<file path="src/rtl/ttl_sync_pkg.sv">
// Shared types and constants for the clock-enable-synchronous TTL models.
package ttl_sync_pkg;

  typedef enum logic [1:0] {
    M_HOLD = 2'b00,
    M_SHR  = 2'b01,
    M_SHL  = 2'b10,
    M_LOAD = 2'b11
  } ttl299_mode_t;

  localparam logic [7:0] OUT_DISABLED = 8'hFF;

endpackage

</file>
<file path="src/rtl/cen_edge_det.sv">
// Rising-edge detector for an emulated chip clock sampled on the system clock.
module cen_edge_det (
  input  logic clk,
  input  logic rst,
  input  logic cen,
  output logic cen_rise_o
);

  logic last_cen_q;
  logic last_cen_d;

  assign last_cen_d = cen;

  // Resetting to 1 means a cen already high at reset release is not an edge.
  always_ff @(posedge clk) begin
    if (rst) begin
      last_cen_q <= 1'b1;
    end else begin
      last_cen_q <= last_cen_d;
    end
  end

  assign cen_rise_o = cen & ~last_cen_q;

endmodule

</file>
<file path="src/rtl/ttl_74299_sync_nohizout.sv">
// 74LS299 8-bit universal shift/storage register, cen-edge synchronous, split I/O pins.
module ttl_74299_sync_nohizout
  import ttl_sync_pkg::*;
(
  input  logic       clk,
  input  logic       rst,
  input  logic       cen,
  input  logic       MRn,
  input  logic       S0,
  input  logic       S1,
  input  logic       OE1n,
  input  logic       OE2n,
  input  logic       DS0,
  input  logic       DS7,
  input  logic [7:0] IO_in,
  output logic [7:0] IO_out,
  output logic       Q0s,
  output logic       Q7s
);

  logic         cen_rise_s;
  logic [7:0]   q_q;
  logic [7:0]   q_d;
  ttl299_mode_t mode_s;

  cen_edge_det u_edge (
    .clk        (clk),
    .rst        (rst),
    .cen        (cen),
    .cen_rise_o (cen_rise_s)
  );

  assign mode_s = ttl299_mode_t'({S1, S0});

  // Master reset beats the chip edge; without an edge the register holds.
  always_comb begin
    q_d = q_q;
    if (!MRn) begin
      q_d = 8'h00;
    end else if (cen_rise_s) begin
      case (mode_s)
        M_HOLD:  q_d = q_q;
        M_SHR:   q_d = {q_q[6:0], DS0};
        M_SHL:   q_d = {DS7, q_q[7:1]};
        M_LOAD:  q_d = IO_in;
        default: q_d = q_q;
      endcase
    end else begin
      q_d = q_q;
    end
  end

  always_ff @(posedge clk) begin
    if (rst) begin
      q_q <= 8'h00;
    end else begin
      q_q <= q_d;
    end
  end

  // Load mode turns the pins into inputs, so the output side reads as released.
  assign IO_out = (OE1n | OE2n | (S1 & S0)) ? OUT_DISABLED : q_q;
  assign Q0s    = q_q[0];
  assign Q7s    = q_q[7];

endmodule

</file>
<file path="config.mk">
export PLATFORM = sky130hd
export DESIGN_NAME = ttl_74299_sync_nohizout
export DESIGN_NICKNAME = d
export VERILOG_FILES = /design/src/rtl/ttl_sync_pkg.sv /design/src/rtl/cen_edge_det.sv /design/src/rtl/ttl_74299_sync_nohizout.sv
export SDC_FILE = /design/constraint.sdc
export NUM_CORES = 1
export LEC_CHECK = 0
export CORE_MARGIN = 5
export CORE_UTILIZATION = 41
export DETAILED_ROUTE_END_ITERATION = 7
export PLACE_DENSITY = 0.81
export SLEW_MARGIN = 20
export SYNTH_ARGS = -nofsm -noshare
export SYNTH_HDL_FRONTEND = slang
export SYNTH_SLANG_ARGS = --single-unit
export TNS_END_PERCENT = 30
</file>
<file path="constraint.sdc">
create_clock -name clk -period 1.6 [get_ports clk]
set_input_delay 0.16 -clock clk [delete_from_list [all_inputs] [get_ports clk]]
set_output_delay 0.16 -clock clk [all_outputs]
set_load 0.005 [all_outputs]
</file>
Word level (Yosys, flattened, before mapping)
Index checks and enable logic that the tools add are counted.
{"block": "op_classes", "eq_ne": 3, "reduce_logical": 3, "bitwise": 7, "n_div": 0, "addsub": 0, "muxes": 2, "n_lt_le_gt_ge": 0, "multipliers": 0, "n_shift": 0}
{"cell": "8-bit one-hot mux with 3 select lines", "n": 1}
{"cell": "8-bit 2-to-1 mux", "n": 1}
{"cell": "2-bit equality test, second input constant", "n": 2}
{"cell": "1-bit inverter", "n": 3}
{"cell": "1-bit AND", "n": 2}
{"cell": "2-bit by 1-bit equality test with 1-bit output, second input constant", "n": 1}
{"cell": "2-bit logical NOT", "n": 1}
{"cell": "1-bit OR", "n": 2}
{"cell": "2-bit AND reduction", "n": 1}
{"cell": "2-bit OR reduction", "n": 1}
{"block": "totals", "ff_bits": 9, "inputBits": 18, "mem_bits_rw": 0, "rom_bits": 0, "elab_cells": 17, "mem_count": 0, "latch_bits": 0}

Logic depth before layout (Yosys ltp)
{"block": "depth", "depth_word": 3, "mapped_depth": 5}

Hierarchy
Synthesis repeated with hierarchy kept, for this count alone.
{"block": "hier_totals", "cells_unflattened": 58, "hier_area_um2": 535.5}
{"mod": "ttl_74299_sync_nohizout", "cells_per_inst": 55, "area_each_um2": 503.0, "instances": 1, "seq_area_each_um2": 160.2}
{"mod": "cen_edge_det", "cells_per_inst": 3, "area_each_um2": 32.5, "instances": 1, "seq_area_each_um2": 20.0}

Worst setup path after synthesis
OpenSTA, ideal clock, no wires.
{"block": "synth_timing", "path_kind": "flip-flop to flip-flop", "startpoint": "register u_edge.last_cen_q", "endpoint": "register q_q[0]", "path_slack_ns": 0.510, "path_stages_with_launch": 5, "setup_ns": 0.117, "period_less_slack_ns": 1.090, "arrival_ns": 0.973, "path_cell_list": "dfxtp_1 > nand2b_1 > o21ba_1 > buf_6 > a22o_1"}
{"block": "synth_between", "elab_chain_len": 3}
{"item": "start: declaration", "line_no": "cen_edge_det.sv:9", "source": "logic last_cen_q;"}
{"item": "start signal: assignment", "line_no": "cen_edge_det.sv:19", "source": "last_cen_q <= last_cen_d;"}
{"item": "1-bit inverter", "line_no": "cen_edge_det.sv:23", "source": "assign cen_rise_o = cen & ~last_cen_q;"}
{"item": "1-bit AND", "line_no": "cen_edge_det.sv:23"}
{"item": "2-bit AND reduction (no source line)"}
{"item": "end signal: assignment", "line_no": "ttl_74299_sync_nohizout.sv:57", "source": "q_q <= q_d;"}
{"item": "end: declaration", "line_no": "ttl_74299_sync_nohizout.sv:22", "source": "logic [7:0] q_q;"}
No other way between the ends.
A chain may end at the register's enable or synchronous reset.

Final worst setup path
{"block": "layout_timing", "startpoint": "input port S0", "endpoint": "output port IO_out[6]"}
{"block": "layout_between", "elab_chain_len": 3}
{"item": "start: declaration", "line_no": "ttl_74299_sync_nohizout.sv:9", "source": "input logic S0,"}
{"item": "1-bit AND", "line_no": "ttl_74299_sync_nohizout.sv:62", "source": "assign IO_out = (OE1n | OE2n | (S1 & S0)) ? OUT_DISABLED : q_q;"}
{"item": "1-bit OR", "line_no": "ttl_74299_sync_nohizout.sv:62"}
{"item": "8-bit 2-to-1 mux", "line_no": "ttl_74299_sync_nohizout.sv:62"}
{"item": "end: declaration", "line_no": "ttl_74299_sync_nohizout.sv:16", "source": "output logic [7:0] IO_out,"}
No other way between the ends.

==> impl_metrics.csv <==
group,metric,value,unit
run_status,outcome,"completed",
clock_network,root_buffer,"clkbuf_4",
synth,post-synth-top-count-cell,"nand2b_1",
synth,yosys-top-cells-count,"nand2b_1 (10), dfxtp_1 (9)",
timing,finalCritPeriodShare,94.7,%
floorplanning,die_area,0.00222,mm²
detailed_routing,via_per_inst,5.12,
critical_path,path_class,"input port to primary output",
global_route,met3_usage,4.21,%
clock_network,htreeDepth,1,
clock_network,cts_buffers,3,
synth,yosys.area.top_type_share,31.9,%
power_and_ir_drop,ir_drop,0.358,mV
detailed_routing,drt_iter0_drc,12,
synth,muxShareOfSynthArea,14.2,%
finish,final_util,68.1,%
critical_path,path_max_fanout,4,
synth,yosys.area_share.simple,22.3,%
placement,placed_area,861,µm²
floorplanning,die_x,47.1,µm
critical_path,crit_start,"S0",
clock_network,post_cts_buffers,0,
synth,synthCells,60,
clock_network,clock_sinks,9,
power_and_ir_drop,leakagePower,0.368,nW
finish,design_area,886,µm²
synth,syn_nets,78,
critical_path,cp-start-kind,"input port",
clock_network,cts_tree,"yes",
finish,multi_input_area,347,µm²
finish,area_growth,56.6,%
critical_path,max_stage_delay,0.44,ns
finish,layout.area.seq,180,µm²
global_route,top_usage_layer,"met2",
detailed_routing,wire_per_inst,12.4,µm
floorplanning,initial_core_util,43.5,%
floorplanning,ios,28,
timing,finClkSkew,0.000801,ns
floorplanning,fp.dieH,47.1,µm
timing,holdWs,0.491,ns
synth,synth_cell_types,13,
synth,yosysWarnings,0,
synth,ys_async_sr_fraction,0,%
synth,synthAdderAreaFrac,0,%
flow_run,cap_violations,0,
timing,setup_viol,0,
critical_path,cpMaxStageDelayCell,"clkdlybuf4s50_1",
timing,final_hold_viol_count,0,
worst_hold_path,min_path_type,"input port to register",
placement,gp_congestion,0.770,
global_route,grtUsageMet2,20.9,%
critical_path,cp.arrival,1.35,ns
critical_path,path_cells,"dlygate4sd2_1 -> a211oi_4 -> buf_6 -> nand2b_1 -> clkdlybuf4s50_1",
clock_network,insertion_delay,0.25,ns
synth,synthXorXnorAreaFrac,0,%
synth,avgSynthCellArea,9.43,µm²
floorplanning,fp-row-count,13,
clock_network,cts.clk_slew.worst_paths,0.06,ns
finish,n_fill_cell,119,
global_route,grt_pass1_wl,2.00,mm
timing,maxSlewViolCount,0,
synth,synth_area_leader_cell,"dfxtp_1",
finish,n_antenna_cell,0,
global_route,grt_max_degree,18,
floorplanning,coreArea,0.00130,mm²
power_and_ir_drop,p_per_area,607,mW/mm²
critical_path,required,1.44,ns
detailed_routing,drc,0,
synth,yosysSeqAreaShare,31.9,%
placement,place_hpwl,1.03,mm
clock_network,ctsLongestPathBuffers,2,
synth,ys_ff_latch,9,
timing,max_clock_freq,660,MHz
global_route,antenna_found_initial,0,
synth,ys.flop_type,"dfxtp_1",
global_route,grt_pass1_vias,502,
synth,synth_top_family_by_area,"compound AO/OA/AOI/OAI gates",
synth,synth_edf_count,0,
power_and_ir_drop,total_power,0.537,mW
placement,port_buffers,27,
synth,synth_compound_area_share,24.8,%
clock_network,cts_hold_buf,0,
timing,fin_setup_tns,0,ns
synth,synth_area,566,µm²
synth,ys_top_cells_by_area,"dfxtp_1 (32%), mux2i_1 (14%), a22o_1 (12%)",
timing,slew_headroom,79.9,%
detailed_routing,wirelength,1.34,mm
global_route,grtUsageMet1,15.8,%
detailed_routing,ant_nets,0,
critical_path,cp-end-kind,"primary output",
critical_path,r2r-start,"u_edge.last_cen_q",
timing,period_needed,1.51,ns
global_route,grt_use_total,12.9,%
timing,grt_setup_unrepaired,"false",
global_route,grt_overflow,0,
finish,layout-drive-gt1-share,14.0,%
timing,worst_pin_slew,0.301,ns
finish,nets,112,
detailed_routing,vias,553,
worst_hold_path,hold_start,"rst",
detailed_routing,dr.pass1.iters,4,
## path summary, 6_finish.rpt
kind / slack [ns] / endpoint / cells after the start
worst min-delay path: 0.49 / u_edge.last_cen_q / 2
worst min register to register: 0.53 / q_q[6] / 1
worst max register to register: 0.45 / q_q[4] / 3
worst max-delay path: 0.09 / IO_out[6] / 5
## registers in the layout, summed over array words and instances, names as in the netlist
| name | count |
|---|---|
| q_q | 8 |
| u_edge.last_cen_q | 1 |
## cells in the final DEF, fill, tap and decap left out
master           count
a21oi_1              8
nor2_1               8
or2_2                1
clkbuf_4             3
o21ba_1              1
clkdlybuf4s50_1     20
dlygate4sd2_1        7
mux2i_1              8
dfxtp_1              9
nand2b_1            10
nor2_4               1
a22o_1               8
clkbuf_1             1
buf_4                4
nor3_4               1
buf_6                2
a211oi_4             1
## cell type report
class                           instances  area share (%)
Sequential cell                         9            20.3
Tap cell                               15            2.12
Timing Repair Buffer                   33            35.5
Clock buffer                            4            2.97
Multi-Input combinational cell         47            39.1
## cell families after synthesis
| group | after synthesis |
|---|---|
| muxes | 8 |
| AOI/OAI and AO/OA | 18 |
| DFF | 9 |
| and+or+nand+nor | 21 |
| buffers and inverters | 4 |
## routing by layer
layer	vias up	share of wire (%)
met3	2	11
met2	19	47
met5	-	0
li1	279	-
met1	253	41
met4	0	0.67
## stage by stage
| step | setup slack, ns | instances |
|---|---|---|
| finish | 0.0854 | 108 |
| global route | 0.000778 | 108 |
| CTS | 0.0570 | 108 |
| detailed placement | -0.123 | 104 |
| global placement | -0.111 | 104 |
| floorplan | 0.510 | 60 |
## critical path: cells and delay by family
family / cells / cell delay (ns)
buf+inv: 3 / 0.86
compound gates: 1 / 0.29
simple gates: 1 / 0.05
## report_power, final
part / switching (mW) / internal, mW / leakage, nW
registers: 0.00202 / 0.227 / 0.0729
logic: 0.0522 / 0.0816 / 0.280
clock network: 0.0785 / 0.0961 / 0.0150
total: 0.133 / 0.405 / 0.368
## what timing repair did
item	CTS	global route
gates resized for setup	9	0
pin swaps	1	1
endpoints found under the setup margin	8	2
gates cloned	0	0
Note: power is estimated with default switching activity, not from simulation.
